<file path="src/rtl/aibcr3_dcc_pkg.sv">
// Shared types and constants for the DCC delay-line controller.
package aibcr3_dcc_pkg;

    localparam int DCC_NCELL  = 64;
    localparam int DCC_CODE_W = 7;

    typedef enum logic [1:0] {
        IDLE   = 2'd0,
        TRACK  = 2'd1,
        LOCKED = 2'd2
    } dcc_state_t;

    typedef enum logic [1:0] {
        NONE = 2'd0,
        UP   = 2'd1,
        DN   = 2'd2
    } dcc_dir_t;

    // Thermometer code: cell i is selected when i < code.
    function automatic logic [DCC_NCELL-1:0] dcc_therm(input logic [DCC_CODE_W-1:0] c);
        logic [DCC_NCELL-1:0] t;
        for (int i = 0; i < DCC_NCELL; i++) begin
            t[i] = (DCC_CODE_W'(i) < c);
        end
        return t;
    endfunction

endpackage

</file>
<file path="src/rtl/aibcr3_dcc_therm_enc.sv">
// Combinational 7-bit delay code to 64-bit thermometer select.
module aibcr3_dcc_therm_enc
    import aibcr3_dcc_pkg::*;
(
    input  logic [DCC_CODE_W-1:0] code,
    output logic [DCC_NCELL-1:0]  therm
);

    always_comb begin
        therm = dcc_therm(code);
    end

endmodule

</file>
<file path="src/rtl/aibcr3_dcc_dlyline_ctrl.sv">
// DCC delay-line controller: PD sample filter, saturating code stepper, lock FSM.
// Optional code override port pair enabled by defining AIBCR3_DCC_CODE_OVRD_EN.
//
// state  | meaning
// IDLE   | loop disabled or overridden; code held, filter and lock cleared
// TRACK  | stepping the code, counting direction reversals
// LOCKED | dithering about the target; dcc_lock asserted
module aibcr3_dcc_dlyline_ctrl
    import aibcr3_dcc_pkg::*;
#(
    parameter int FILT_LEN  = 8,
    parameter int LOCK_CNT  = 4,
    parameter int INIT_CODE = 32
) (
    input  logic                  clk,
    input  logic                  reset,
    input  logic                  dcc_en,
    input  logic                  pd_valid,
    input  logic                  pd_up,
    output logic [DCC_NCELL-1:0]  bk,
    output logic [DCC_CODE_W-1:0] code,
    output logic                  dcc_lock,
    output logic                  dcc_sat
`ifdef AIBCR3_DCC_CODE_OVRD_EN
    ,
    input  logic                  ovrd_en,
    input  logic [DCC_CODE_W-1:0] ovrd_code
`endif
);

    localparam int CNT_W = $clog2(FILT_LEN);
    localparam int ACC_W = CNT_W + 1;
    localparam logic [DCC_CODE_W-1:0] CODE_MAX = DCC_CODE_W'(DCC_NCELL);
    localparam logic [DCC_CODE_W-1:0] CODE_RST = DCC_CODE_W'(INIT_CODE);
    localparam logic [CNT_W-1:0]      CNT_LAST = CNT_W'(FILT_LEN - 1);
    localparam logic [ACC_W:0]        ACC_P1   = (ACC_W+1)'(1);
    localparam logic [ACC_W:0]        ACC_M1   = '1;
    localparam logic [3:0]            REV_LOCK = 4'(LOCK_CNT);

    dcc_state_t             state_q, state_d;
    dcc_dir_t               last_q, last_d, dec_dir;
    logic [DCC_CODE_W-1:0]  code_q, code_d;
    logic [DCC_NCELL-1:0]   bk_q, bk_d;
    logic [CNT_W-1:0]       cnt_q, cnt_d;
    logic [ACC_W-1:0]       acc_q, acc_d;
    logic [ACC_W:0]         acc_sum;
    logic [3:0]             rev_q, rev_d;
    logic                   sat_q, sat_d;
    logic                   dec_valid;
    logic                   ovrd_act;
    logic [DCC_CODE_W-1:0]  ovrd_val;

`ifdef AIBCR3_DCC_CODE_OVRD_EN
    assign ovrd_act = ovrd_en;
    assign ovrd_val = (ovrd_code > CODE_MAX) ? CODE_MAX : ovrd_code;
`else
    assign ovrd_act = 1'b0;
    assign ovrd_val = CODE_RST;
`endif

    // One guard bit so a full window of same-sign samples cannot wrap.
    assign acc_sum = {acc_q[ACC_W-1], acc_q} + (pd_up ? ACC_P1 : ACC_M1);

    always_comb begin
        state_d   = state_q;
        last_d    = last_q;
        code_d    = code_q;
        cnt_d     = cnt_q;
        acc_d     = acc_q;
        rev_d     = rev_q;
        sat_d     = sat_q;
        dec_valid = 1'b0;
        dec_dir   = NONE;

        if (!dcc_en) begin
            state_d = IDLE;
            cnt_d   = '0;
            acc_d   = '0;
            rev_d   = '0;
            last_d  = NONE;
        end else begin
            if (state_q == IDLE) begin
                state_d = TRACK;
            end
            if (pd_valid) begin
                if (cnt_q == CNT_LAST) begin
                    cnt_d     = '0;
                    acc_d     = '0;
                    dec_valid = 1'b1;
                    if (acc_sum == '0) begin
                        dec_dir = NONE;
                    end else if (acc_sum[ACC_W]) begin
                        dec_dir = DN;
                    end else begin
                        dec_dir = UP;
                    end
                end else begin
                    cnt_d = cnt_q + CNT_W'(1);
                    acc_d = acc_sum[ACC_W-1:0];
                end
            end
        end

        // HOLD and pushes past a limit leave the reversal history alone.
        if (dec_valid) begin
            if (dec_dir == NONE) begin
                sat_d = 1'b0;
            end else if ((dec_dir == UP && code_q == CODE_MAX) ||
                         (dec_dir == DN && code_q == '0)) begin
                sat_d = 1'b1;
            end else begin
                sat_d  = 1'b0;
                code_d = (dec_dir == UP) ? code_q + 7'd1 : code_q - 7'd1;
                last_d = dec_dir;
                if (state_q == LOCKED) begin
                    if (dec_dir == last_q) begin
                        state_d = TRACK;
                        rev_d   = '0;
                    end
                end else if (last_q != NONE && dec_dir != last_q) begin
                    rev_d = rev_q + 4'd1;
                    if (rev_q + 4'd1 == REV_LOCK) begin
                        state_d = LOCKED;
                    end
                end else begin
                    rev_d = '0;
                end
            end
        end

        if (ovrd_act) begin
            state_d = IDLE;
            last_d  = NONE;
            code_d  = ovrd_val;
            cnt_d   = '0;
            acc_d   = '0;
            rev_d   = '0;
            sat_d   = 1'b0;
        end
    end

    aibcr3_dcc_therm_enc u_therm_enc (
        .code  (code_d),
        .therm (bk_d)
    );

    always_ff @(posedge clk or posedge reset) begin
        if (reset) begin
            state_q <= IDLE;
            last_q  <= NONE;
            code_q  <= CODE_RST;
            bk_q    <= dcc_therm(CODE_RST);
            cnt_q   <= '0;
            acc_q   <= '0;
            rev_q   <= '0;
            sat_q   <= 1'b0;
        end else begin
            state_q <= state_d;
            last_q  <= last_d;
            code_q  <= code_d;
            bk_q    <= bk_d;
            cnt_q   <= cnt_d;
            acc_q   <= acc_d;
            rev_q   <= rev_d;
            sat_q   <= sat_d;
        end
    end

    assign bk       = bk_q;
    assign code     = code_q;
    assign dcc_sat  = sat_q;
    assign dcc_lock = (state_q == LOCKED);

endmodule

</file>
<file path="config.mk">
export PLATFORM = sky130hd
export DESIGN_NAME = aibcr3_dcc_dlyline_ctrl
export DESIGN_NICKNAME = d
export VERILOG_FILES = /design/src/rtl/aibcr3_dcc_pkg.sv /design/src/rtl/aibcr3_dcc_therm_enc.sv /design/src/rtl/aibcr3_dcc_dlyline_ctrl.sv
export SDC_FILE = /design/constraint.sdc
export NUM_CORES = 1
export LEC_CHECK = 0
export ABC_AREA = 1
export CORE_UTILIZATION = 50
export CTS_BUF_LIST = sky130_fd_sc_hd__clkbuf_8
export CTS_CLUSTER_SIZE = 14
export DETAILED_ROUTE_END_ITERATION = 8
export GPL_TIMING_DRIVEN = 0
export PLACE_DENSITY = 0.81
export SLEW_MARGIN = 25
export SYNTH_ARGS = -nofsm -noshare
export SYNTH_HDL_FRONTEND = slang
export SYNTH_HIERARCHICAL = 1
export SYNTH_SLANG_ARGS = --single-unit
</file>
<file path="constraint.sdc">
create_clock -name clk -period 4.9 [get_ports clk]
set_input_delay 0.98 -clock clk [delete_from_list [all_inputs] [get_ports clk]]
set_output_delay 0.98 -clock clk [all_outputs]
set_load 0.005 [all_outputs]
</file>
Word-level counts from Yosys, hierarchy flattened. Cells that the tools add are included.

Flip-flop bits (word level): 87. Bits of input ports: 5. Output and inout port bits: 73. Logic and storage cells: 136.

Add/subtract/negate cells: 5. $lt $le $gt $ge: 64. Equality and inequality tests: 9. Muxes and demuxes: 41. Reductions and logical operators: 9.

Operators by type and width (number): $lt 6x7->1 const A (32); $lt 5x7->1 const A (16); $lt 4x7->1 const A (8); $mux 4 (10); $mux 2 (18); $lt 3x7->1 const A (4); $mux 7 (4); $lt 1x7->1 const A (2); $lt 2x7->1 const A (2); $mux 3 (3); $add 7x1->7 const B (1); $eq 7x7->1 const B (1); $logic_not 7->1 (1); $sub 7x1->7 const B (1); $add 5x5->5 (1); $logic_not 5->1 (1); $mux 1 (5); $mux 5 (1); $add 4x1->4 const B (1); $eq 2x2->1 const B (2); $eq 4x3->1 const B (1); $logic_not 2->1 (2); $add 3x1->3 const B (1); $eq 3x3->1 const B (1); 7 further kinds (9).

Longest topological paths before layout. Gate-level depths: netlist of the first run.

Depth in word-level cells: 14. Depth in mapped cells: 24. Depth with buffers taken out: 24.

Hierarchy. The synthesis of the first run kept the hierarchy.

By module, submodules not included: aibcr3_dcc_dlyline_ctrl (times used 1, cells each 276, area each 3329.4 µm², sequential area each 2218.4 µm²); aibcr3_dcc_therm_enc (times used 1, cells each 139, area each 604.3 µm², sequential area each 0.0 µm²).

Least setup slack after synthesis of the first run. OpenSTA, ideal clock, no wires.

Path type: input -> register. Start: in pd_up. End: reg bk_q[48] (netlist: bk[48]). Library setup time: 0.129 ns. Data arrival time: 3.704 ns. Data required time: 4.771 ns. Path slack: 1.068 ns. Stages: 18. Buffers on the path: 0. Path through: fa_1 inv_1 nand2_1 nand3_2 nand2_4 nor2_8 nand2_4 ha_1 nand2_1 nand2_1 a31oi_1 xor2_1 o21ai_0 inv_1 nor2_2 nand2_1 nor2_1 nor2_1.

Longest elaborated chain between the ends: 14. Elaborated cells on any way between the ends: 19. Those cells by class: add/sub (1); order compare (1); eq/ne (2); mux (10); reduce/logical (5).

Ends and longest elaborated chain: from (decl) (line aibcr3_dcc_dlyline_ctrl.sv:19) `input logic pd_up,`; $mux 5 * (line aibcr3_dcc_dlyline_ctrl.sv:62) `assign acc_sum = {acc_q[ACC_W-1], acc_q} + (pd_up ? ACC_P1 : ACC_M1);`; $add 5x5->5 * (line aibcr3_dcc_dlyline_ctrl.sv:62); $logic_not 5->1 / $mux 2 (equally long branches) (line aibcr3_dcc_dlyline_ctrl.sv:90, aibcr3_dcc_dlyline_ctrl.sv:92); $mux 2 * (line aibcr3_dcc_dlyline_ctrl.sv:90) `if (acc_sum == '0) begin`; $mux 2 * (line aibcr3_dcc_dlyline_ctrl.sv:86) `if (cnt_q == CNT_LAST) begin`; $mux 2 * (line aibcr3_dcc_dlyline_ctrl.sv:85) `if (pd_valid) begin`; $mux 2 * (line aibcr3_dcc_dlyline_ctrl.sv:75) `if (!dcc_en) begin`; $eq 2x1->1 / $eq 2x2->1 (equally long branches) (line aibcr3_dcc_dlyline_ctrl.sv:108, aibcr3_dcc_dlyline_ctrl.sv:113, aibcr3_dcc_dlyline_ctrl.sv:109); $logic_and 1x1->1 (on tied branches) (line aibcr3_dcc_dlyline_ctrl.sv:108, aibcr3_dcc_dlyline_ctrl.sv:109); $logic_or 1x1->1 (line aibcr3_dcc_dlyline_ctrl.sv:108) `end else if ((dec_dir == UP && code_q == CODE_MAX) ||`; $mux 7 (line aibcr3_dcc_dlyline_ctrl.sv:108); $mux 7 * (line aibcr3_dcc_dlyline_ctrl.sv:106) `if (dec_dir == NONE) begin`; $mux 7 * (line aibcr3_dcc_dlyline_ctrl.sv:105) `if (dec_valid) begin`; net code_d[4] (line aibcr3_dcc_dlyline_ctrl.sv:42) `logic [DCC_CODE_W-1:0] code_q, code_d;`; $lt 6x7->1 * (line aibcr3_dcc_pkg.sv:23) `t[i] = (DCC_CODE_W'(i) < c);`; net bk_d[48] (line aibcr3_dcc_dlyline_ctrl.sv:43) `logic [DCC_NCELL-1:0] bk_q, bk_d;`; to (signal assigned) (line aibcr3_dcc_dlyline_ctrl.sv:152) `bk_q <= dcc_therm(CODE_RST);`; to (signal assigned) (line aibcr3_dcc_dlyline_ctrl.sv:161) `bk_q <= bk_d;`; to (decl) (line aibcr3_dcc_dlyline_ctrl.sv:43).

Mark *: on every way through the listed nets, which the timed path passes. The rest lies on a longest branch. A chain may end at the register's enable or synchronous reset.

Final worst setup path of the first run. Ends and elaborated chain as after synthesis.

==> impl_metrics.env, run 1 <==
export IMPL_clk_insertion_delay_late_ps=360
export IMPL_yosys_area_share_simple=0.225
export IMPL_intPower_w=0.000964
export IMPL_syn_inst=415
export IMPL_tightest_slew_ps=891
export IMPL_startpoint_type="primary input"
export IMPL_most_common_layout_cells="nand2_1, clkdlybuf4s50_1, inv_1, dfrtp_1"
export IMPL_io_buffers=76
export IMPL_hold_buffers=0
export IMPL_clk_pin_slew_ps=90
export IMPL_r2r_start="acc_q[0]$_DFFE_PP0P_"
export IMPL_synthMuxAreaShare=0
export IMPL_stdcell_area_mm2=0.00501
export IMPL_coreArea_mm2=0.00745
export IMPL_vias_per_cell=5.06
export IMPL_critPathTopFamily="simple AND/OR/NAND/NOR gates"
export IMPL_wl_um=9070
export IMPL_hold_path_class="reg2reg"
export IMPL_critical_path_slowest_cell="o21ai_0"
export IMPL_first_pass_iters=4
export IMPL_grt_max_degree=46
export IMPL_rsz0062_at_grt="false"
export IMPL_clockBufferDepth=2
export IMPL_crit_required_ps=5140
export IMPL_final_common_cell="nand2_1"
export IMPL_post_route_min_period_ps=4610
export IMPL_arrival_ps=4860
export IMPL_worstHoldEndpoint="cnt_q[0]$_DFFE_PP0P_"
export IMPL_hold_ws_ps=503
export IMPL_hold_depth=1
export IMPL_yosysWarnings=6
export IMPL_grt_pass1_wl_um=15300
export IMPL_fin_nets=523
export IMPL_synth_nets=435
export IMPL_antenna_cells=0
export IMPL_ir_worst_vdd_mv=0.150
export IMPL_yosysSeqAreaShare=0.564
export IMPL_start_util=0.528
export IMPL_status="finished, final reports clean"
export IMPL_ant_nets=0
export IMPL_post_cts_resized=0
export IMPL_numCtsBuffers=9
export IMPL_worstPathCellList="clkdlybuf4s50_1, inv_1, ha_1, a21oi_1, nand3_1, nand3_4, nand2_4, ha_1, nand2_1, nand2_1, a31oi_1, xor2_1, o21ai_0, inv_1, nor2_2, nand2_1, nor2_1, nor2_1"
export IMPL_design_die_area_mm2=0.00823
export IMPL_fill_cells=591
export IMPL_cp_common_cell="nand2_1"
export IMPL_fin_ws_ps=285
export IMPL_crit_type="in2reg"
export IMPL_drive_above_1_share=0.159
export IMPL_grt_pass1_vias=3038
export IMPL_wl_per_cell_um=14.9
export IMPL_final_hold_viol_count=0
export IMPL_cts_tree="done"
export IMPL_p_clk_frac=0.338
export IMPL_worst_path_stages=18
export IMPL_io_pins=78
export IMPL_clock_sinks=87
export IMPL_preCtsSetupSlack_ps=-37.2
export IMPL_cap_violations=0
export IMPL_dieWidth_um=90.7
export IMPL_rr_endpoint="bk[48]$_DFF_PP0_"
export IMPL_dp_hpwl_um=6450
export IMPL_gp_congestion=0.868
export IMPL_cts_htree_levels=3
export IMPL_cts_root_buf="clkbuf_8"
export IMPL_cp_slowest_stage_delay_ps=690
export IMPL_grt_ovfl_total=0
export IMPL_ys_types=33
export IMPL_synth_xor_area_share=0.0134
export IMPL_vias=3073
export IMPL_max_slew_margin=0.400
export IMPL_drcViolationCount=0
export IMPL_rows=31
export IMPL_synth_top_family_by_area="simple AND/OR/NAND/NOR gates"
export IMPL_synth_seq_cells=87
export IMPL_syn_avg_cell_area_um2=9.48
export IMPL_drt_iter0_drc=130
export IMPL_fmax_mhz=217
export IMPL_die_h_um=90.7
export IMPL_area_growth_pct=27.4
export IMPL_finalClockSkew_ps=15.2
export IMPL_cts_setup_buffers=0
export IMPL_antenna_found_initial=0
export IMPL_power_frac_comb=0.099
export IMPL_total_power_w=0.00133
export IMPL_grt_total_usage=0.242
export IMPL_path_buf_inv=3
export IMPL_p_sw_w=0.000361
export IMPL_setup_tns_ps=0
export IMPL_cp_max_fo=10
export IMPL_r2r_slack_ps=940
export IMPL_powerDensity_mw_per_mm2=264
export IMPL_syn_cell_area_mm2=0.00393
export IMPL_synth_compound_area_frac=0.0805
export IMPL_leakagePower_nw=2.18
export IMPL_seq_power_share=0.564
export IMPL_setup_viol=0
export IMPL_endpoint_kind="flip-flop"
export IMPL_post_route_period_util=0.942
export IMPL_synthAdderAreaFrac=0.0515
export IMPL_drv_slew=0
export IMPL_r2r_cells=19
export IMPL_worstHoldStart="cnt_q[0]$_DFFE_PP0P_"
export IMPL_post_dp_cell_area_mm2=0.00484
export IMPL_swShare=0.272
[worst reg2reg max path, delay by kind of cell (launching register included)]
kind                     cells  cell delay [ps]
XOR/XNOR                     1              100
buffers and inverters        3              400
AND/OR/NAND/NOR             11             1300
flip-flops                   1              430
AO/OA/AOI/OAI                2              860
adder cells (fa/ha/maj)      2              770
[layer usage]
metal,routed length [µm],vias to the layer above,global-route usage
li1,-,1496,-
met4,161,0,0.113
met3,532,11,0.0522
met2,4410,78,0.382
met5,0,-,0
met1,3960,1488,0.318
[flip-flops by register name (all words and copies together) (netlist names)]
signal and flops:
acc_q 4, bk 64, cnt_q 3, code 7, dcc_sat 1, last_q 2
rev_q 4, state_q 2
[power groups by stage]
| stage | Clock (W) | Sequential [W] | Combinational, W |
|---|---|---|---|
| final | 0.000448 | 0.000747 | 0.000131 |
| after global routing | 0.000484 | 0.000749 | 0.000148 |
| after detailed placement | 0 | 0.000760 | 0.000132 |
| after floorplan | 0 | 0.000756 | 0.0000927 |
| after global placement | 0 | 0.000758 | 0.000121 |
| after CTS | 0.000457 | 0.000747 | 0.000132 |
[stage by stage]
step,cells,util
after global placement,590,0.647
after detailed placement,591,0.650
after global routing,607,0.673
after floorplan,415,-
final,607,0.673
after CTS,607,0.673
[synthesized netlist by cell type, drive strengths merged]
library cell | n | share of area
nand2 | 102 | 0.11
a21oi | 19 | 0.025
nor2 | 39 | 0.048
o32ai | 1 | 0.0022
buf | 5 | 0.0076
xnor2 | 4 | 0.0089
nor3b | 1 | 0.0019
inv | 57 | 0.056
xor2 | 2 | 0.0045
dfrtp | 54 | 0.34
o21ai | 33 | 0.042
dfstp | 33 | 0.22
a31oi | 1 | 0.0016
a32o | 3 | 0.0076
nand3 | 37 | 0.059
ha | 13 | 0.041
fa | 2 | 0.010
nor3 | 3 | 0.0038
clkbuf | 3 | 0.0029
o21bai | 1 | 0.0019
nand4 | 2 | 0.0032
[how the worst max path moves through the flow]
stage,start,end
2_1_floorplan,pd_up,bk[48]$_DFF_PP0_
3_3_place_gp,pd_up,bk[48]$_DFF_PP0_
3_5_place_dp,pd_up,bk[53]$_DFF_PP0_
4_1_cts,pd_up,bk[48]$_DFF_PP0_
5_1_grt,pd_up,bk[49]$_DFF_PP0_
6_report,pd_up,bk[48]$_DFF_PP0_
[cell families after synthesis]
logic type / after synthesis
compound gates: 58
buf+inv: 65
flops: 87
simple gates: 184
xor+xnor: 6
fa+ha+maj: 15
[final cells by class]
type	instances	area, µm²	area share
Sequential cell	87	2220	0.442
Multi-Input combinational cell	263	1460	0.290
Timing Repair Buffer	77	781	0.156
Inverter	57	221	0.0442
Clock buffer	9	124	0.0247
Tap cell	99	124	0.0247
Clock inverter	7	48.8	0.00973
Buffer	8	41.3	0.00824
Note: power is estimated with default switching activity, not from simulation.
==> run 2, diff against run 1 <==
--- a/config.mk
+++ b/config.mk
@@ -11,7 +11,8 @@
 export CTS_CLUSTER_SIZE = 14
 export DETAILED_ROUTE_END_ITERATION = 8
 export GPL_TIMING_DRIVEN = 0
-export PLACE_DENSITY = 0.81
+export PLACE_DENSITY = 0.78
+export SKIP_LAST_GASP = 1
 export SLEW_MARGIN = 25
 export SYNTH_ARGS = -nofsm -noshare
 export SYNTH_HDL_FRONTEND = slang
==> impl_metrics.env, run 2 (synthesis results as in run 1) <==
export IMPL_max_slew_margin=0.342
export IMPL_wl_per_cell_um=14.6
export IMPL_post_route_period_util=0.933
export IMPL_start_util=0.528
export IMPL_cts_tree="done"
export IMPL_r2r_start="acc_q[0]$_DFFE_PP0P_"
export IMPL_most_common_layout_cells="nand2_1, clkdlybuf4s50_1, inv_1, dfrtp_1"
export IMPL_vias=3088
export IMPL_grt_ovfl_total=0
export IMPL_numCtsBuffers=9
export IMPL_ant_nets=0
export IMPL_io_pins=78
export IMPL_drcViolationCount=0
export IMPL_crit_type="in2reg"
export IMPL_design_die_area_mm2=0.00823
export IMPL_ir_worst_vdd_mv=0.196
export IMPL_grt_max_degree=49
export IMPL_clk_pin_slew_ps=90
export IMPL_startpoint="pd_up"
export IMPL_vias_per_cell=5.09
export IMPL_endpoint_kind="flip-flop"
export IMPL_startpoint_type="primary input"
export IMPL_worstHoldStart="cnt_q[0]$_DFFE_PP0P_"
export IMPL_post_route_min_period_ps=4570
export IMPL_p_clk_frac=0.364
export IMPL_cts_htree_levels=3
export IMPL_first_pass_iters=5
export IMPL_setup_viol=0
export IMPL_drive_above_1_share=0.159
export IMPL_rsz0062_at_grt="false"
export IMPL_cts_root_buf="clkbuf_8"
export IMPL_grt_total_usage=0.236
export IMPL_leakagePower_nw=2.20
export IMPL_hold_path_class="reg2reg"
export IMPL_grt_pass1_vias=3042
export IMPL_final_common_cell="nand2_1"
export IMPL_dp_hpwl_um=6310
export IMPL_die_h_um=90.7
export IMPL_final_hold_viol_count=0
export IMPL_coreArea_mm2=0.00745
export IMPL_status="finished, final reports clean"
export IMPL_fmax_mhz=219
export IMPL_setup_tns_ps=0
export IMPL_fin_nets=523
export IMPL_p_sw_w=0.000361
export IMPL_area_growth_pct=28.2
export IMPL_powerDensity_mw_per_mm2=273
export IMPL_rows=31
export IMPL_gp_congestion=0.840
export IMPL_io_buffers=76
export IMPL_antenna_cells=0
export IMPL_arrival_ps=4810
export IMPL_fill_cells=583
export IMPL_final_core_util=0.677
export IMPL_hold_buffers=0
export IMPL_clock_sinks=87
export IMPL_clk_insertion_delay_late_ps=360
export IMPL_drv_slew=0
export IMPL_intPower_w=0.00102
export IMPL_grt_pass1_wl_um=15000
export IMPL_finalClockSkew_ps=13.7
export IMPL_cts_setup_buffers=0
export IMPL_crit_required_ps=5140
export IMPL_power_frac_comb=0.094
export IMPL_wl_um=8870
export IMPL_cap_violations=0
export IMPL_antenna_found_initial=0
export IMPL_largest_register_ffs=64
export IMPL_dieWidth_um=90.7
export IMPL_tightest_slew_ps=976
export IMPL_cp_max_fo=10
export IMPL_clockBufferDepth=2
export IMPL_swShare=0.262
export IMPL_drt_iter0_drc=174
export IMPL_post_cts_resized=0
export IMPL_seq_power_share=0.542
[run 2: cell count changes in the layout (fill, tap and decap cells not counted)]
cell and delta:
buf_12 -1, clkinv_4 +1, clkinvlp_4 -2, buf_16 +1
bufinv_16 +1
[run 2: metal layers]
metal,wire length (µm),part of all wire,GRT usage
met3,624,0.070,0.0564
met5,0,0,0
met1,3970,0.45,0.321
met2,4100,0.46,0.371
met4,175,0.020,0.0833
[run 2: worst max-delay path: stages]
cell and delay (ps):
clkdlybuf4s50_1 510, inv_1 100, ha_1 370, a21oi_1 160, nand3_1 150, nand3_4 120
nand2_4 120, ha_1 350, nand2_1 90, nand2_1 60, a31oi_1 190, xor2_1 90
o21ai_0 690, inv_1 200, nor2_2 380, nand2_1 100, nor2_1 100, nor2_1 40
[run 2: worst paths after layout]
kind,depth (start not counted),endpoint,slack [ps]
setup / recovery,18,bk[48]$_DFF_PP0_,330
hold / removal,1,cnt_q[0]$_DFFE_PP0P_,500
setup reg to reg,19,bk[48]$_DFF_PP0_,960
hold reg to reg,1,cnt_q[0]$_DFFE_PP0P_,500
max in group asynchronous,3,bk[30]$_DFF_PP1_,3220
min in group asynchronous,2,bk[43]$_DFF_PP0_,1020
[run 2: stage by stage]
step,std cells,power [W],worst slack [ps],instance area [µm²],hold slack (ps)
after floorplan,415,0.000849,1070,3930,446
after global placement,590,0.000880,89.2,4820,469
after detailed placement,591,0.000889,4.47,4850,482
after CTS,607,0.00138,381,5040,494
after global routing,607,0.00143,64.3,5040,526
final,607,0.00138,330,5040,498
[run 2: power groups by stage]
| stage | combinational, W | sequential [W] | clock, W |
|---|---|---|---|
| after floorplan | 0.0000927 | 0.000756 | 0 |
| after global placement | 0.000121 | 0.000759 | 0 |
| after detailed placement | 0.000130 | 0.000760 | 0 |
| after CTS | 0.000130 | 0.000747 | 0.000506 |
| after global routing | 0.000146 | 0.000749 | 0.000539 |
| final | 0.000130 | 0.000747 | 0.000501 |
[run 2: cell type report]
cell class	instances	area, µm²	share of cell area
flip-flops and latches	87	2220	0.440
multi-input cells	263	1460	0.288
repair buffers	77	788	0.156
inverters	57	221	0.0439
clock buffers	9	124	0.0246
well taps	99	124	0.0246
clock inverters	7	72.6	0.0144
plain buffers	8	41.3	0.00818
==> run 3, diff against run 2 <==
--- a/config.mk
+++ b/config.mk
@@ -6,12 +6,13 @@
 export NUM_CORES = 1
 export LEC_CHECK = 0
 export ABC_AREA = 1
+export ABC_CLOCK_PERIOD_IN_PS = 4900
 export CORE_UTILIZATION = 50
 export CTS_BUF_LIST = sky130_fd_sc_hd__clkbuf_8
 export CTS_CLUSTER_SIZE = 14
 export DETAILED_ROUTE_END_ITERATION = 8
+export DONT_BUFFER_PORTS = 1
 export GPL_TIMING_DRIVEN = 0
-export PLACE_DENSITY = 0.78
 export SKIP_LAST_GASP = 1
 export SLEW_MARGIN = 25
 export SYNTH_ARGS = -nofsm -noshare
==> impl_metrics.env, run 3 (synthesis results as in run 1) <==
export IMPL_status="finished, final reports clean"
export IMPL_cp_max_fo=10
export IMPL_multi_input_area_mm2=0.00146
export IMPL_drive_above_1_share=0.188
export IMPL_instances_no_fill=531
export IMPL_r2r_slack_ps=900
export IMPL_antenna_cells=0
export IMPL_ir_worst_vdd_mv=0.161
export IMPL_hold_ws_ps=490
export IMPL_clockBufferDepth=2
export IMPL_area_growth_pct=9.48
export IMPL_seq_power_share=0.530
export IMPL_design_die_area_mm2=0.00823
export IMPL_startpoint_type="primary input"
export IMPL_arrival_ps=4370
export IMPL_hold_path_class="reg2reg"
export IMPL_hold_buffers=0
export IMPL_vias=2707
export IMPL_numCtsBuffers=9
export IMPL_start_util=0.528
export IMPL_p_sw_w=0.000348
export IMPL_ant_nets=0
export IMPL_top_layer="met4"
export IMPL_p_clk_frac=0.387
export IMPL_final_hold_viol_count=0
export IMPL_swShare=0.247
export IMPL_max_slew_margin=0.350
export IMPL_most_common_layout_cells="nand2_1, inv_1, dfrtp_1"
export IMPL_dp_hpwl_um=5780
export IMPL_seqCellArea_mm2=0.00222
export IMPL_coreArea_mm2=0.00745
export IMPL_drt_iter0_drc=99
export IMPL_route_met3_wl_um=437
export IMPL_grt_pass1_wl_um=13600
export IMPL_clk_pin_slew_ps=80
export IMPL_cts_setup_buffers=0
export IMPL_cts_root_buf="clkbuf_8"
export IMPL_fill_cells=670
export IMPL_post_route_min_period_ps=4130
export IMPL_finalClockSkew_ps=12.0
export IMPL_intPower_w=0.00106
export IMPL_cap_violations=0
export IMPL_cts_htree_levels=3
export IMPL_post_cts_resized=0
export IMPL_io_buffers=0
export IMPL_leakagePower_nw=1.89
export IMPL_fmax_mhz=242
export IMPL_dieWidth_um=90.7
export IMPL_worstHoldStart="cnt_q[0]$_DFFE_PP0P_"
export IMPL_io_pins=78
export IMPL_placedCellCount=515
export IMPL_drv_slew=0
export IMPL_post_route_period_util=0.844
export IMPL_fin_nets=447
export IMPL_startpoint="pd_up"
export IMPL_setup_tns_ps=0
export IMPL_clk_insertion_delay_late_ps=360
export IMPL_antenna_found_initial=0
export IMPL_grt_pass1_vias=2701
export IMPL_power_frac_comb=0.083
export IMPL_final_core_util=0.578
export IMPL_dr_wl_met2_um=3550
export IMPL_rows=31
export IMPL_vias_per_cell=5.10
export IMPL_tightest_slew_ps=965
export IMPL_powerDensity_mw_per_mm2=327
export IMPL_grt_ovfl_total=0
export IMPL_clock_sinks=87
export IMPL_rsz0062_at_grt="false"
export IMPL_first_pass_iters=4
export IMPL_endpoint_kind="flip-flop"
export IMPL_crit_type="in2reg"
export IMPL_grt_total_usage=0.215
export IMPL_largest_register_ffs=64
export IMPL_grt_max_degree=51
export IMPL_wl_per_cell_um=15.2
export IMPL_total_power_w=0.00141
export IMPL_cts_tree="done"
export IMPL_met1_length_um=3900
export IMPL_crit_required_ps=5130
export IMPL_gp_congestion=0.783
export IMPL_drcViolationCount=0
export IMPL_die_h_um=90.7
export IMPL_final_common_cell="nand2_1"
export IMPL_wl_um=8070
export IMPL_r2r_start="acc_q[0]$_DFFE_PP0P_"
export IMPL_setup_viol=0
-- run 3: worst paths after layout --
| kind | to | cells after the start |
|---|---|---|
| min in group asynchronous | bk[37]$_DFF_PP0_ | 1 |
| worst max-delay path | bk[48]$_DFF_PP0_ | 18 |
| worst min register to register | cnt_q[0]$_DFFE_PP0P_ | 1 |
| worst min-delay path | cnt_q[0]$_DFFE_PP0P_ | 1 |
| worst max register to register | bk[48]$_DFF_PP0_ | 19 |
| max in group asynchronous | bk[18]$_DFF_PP1_ | 2 |
-- run 3: per-layer routing --
layer  track usage  vias to the layer above
li1              -                     1350
met1         0.301                     1262
met2         0.311                       81
met3        0.0598                       14
met4        0.0968                        0
met5             0                        -
-- run 3: cell type report --
type                            count  share of cell area
Buffer                              8             0.00959
Sequential cell                    87               0.515
Timing Repair Buffer                1             0.00639
Inverter                           57              0.0514
Multi-Input combinational cell    263               0.338
Tap cell                           99              0.0288
Clock buffer                        9              0.0288
Clock inverter                      7              0.0221
-- run 3: through the flow --
stage / instance area (µm²) / setup slack (ps)
floorplan: 3930 / 1070
global placement: 4060 / 391
finish: 4310 / 766
CTS: 4310 / 775
global route: 4310 / 451
detailed placement: 4090 / 399
-- run 3: critical path, cell delays in order --
cell	delay, ps
fa_1	430
inv_1	100
nand2_1	80
nand3_2	80
nand2_4	80
nor2_8	120
nand2_4	130
ha_1	360
nand2_1	90
nand2_1	60
a31oi_1	160
xor2_1	80
o21ai_0	770
inv_1	200
nor2_2	420
nand2_1	100
nor2_1	100
nor2_1	40
-- run 3: power groups by stage --
stage / Clock, W / Sequential [W] / Combinational [W]
final: 0.000545 / 0.000748 / 0.000117
after CTS: 0.000559 / 0.000748 / 0.000119
after global routing: 0.000591 / 0.000750 / 0.000135
after global placement: 0 / 0.000760 / 0.000111
after floorplan: 0 / 0.000756 / 0.0000927
after detailed placement: 0 / 0.000761 / 0.000119
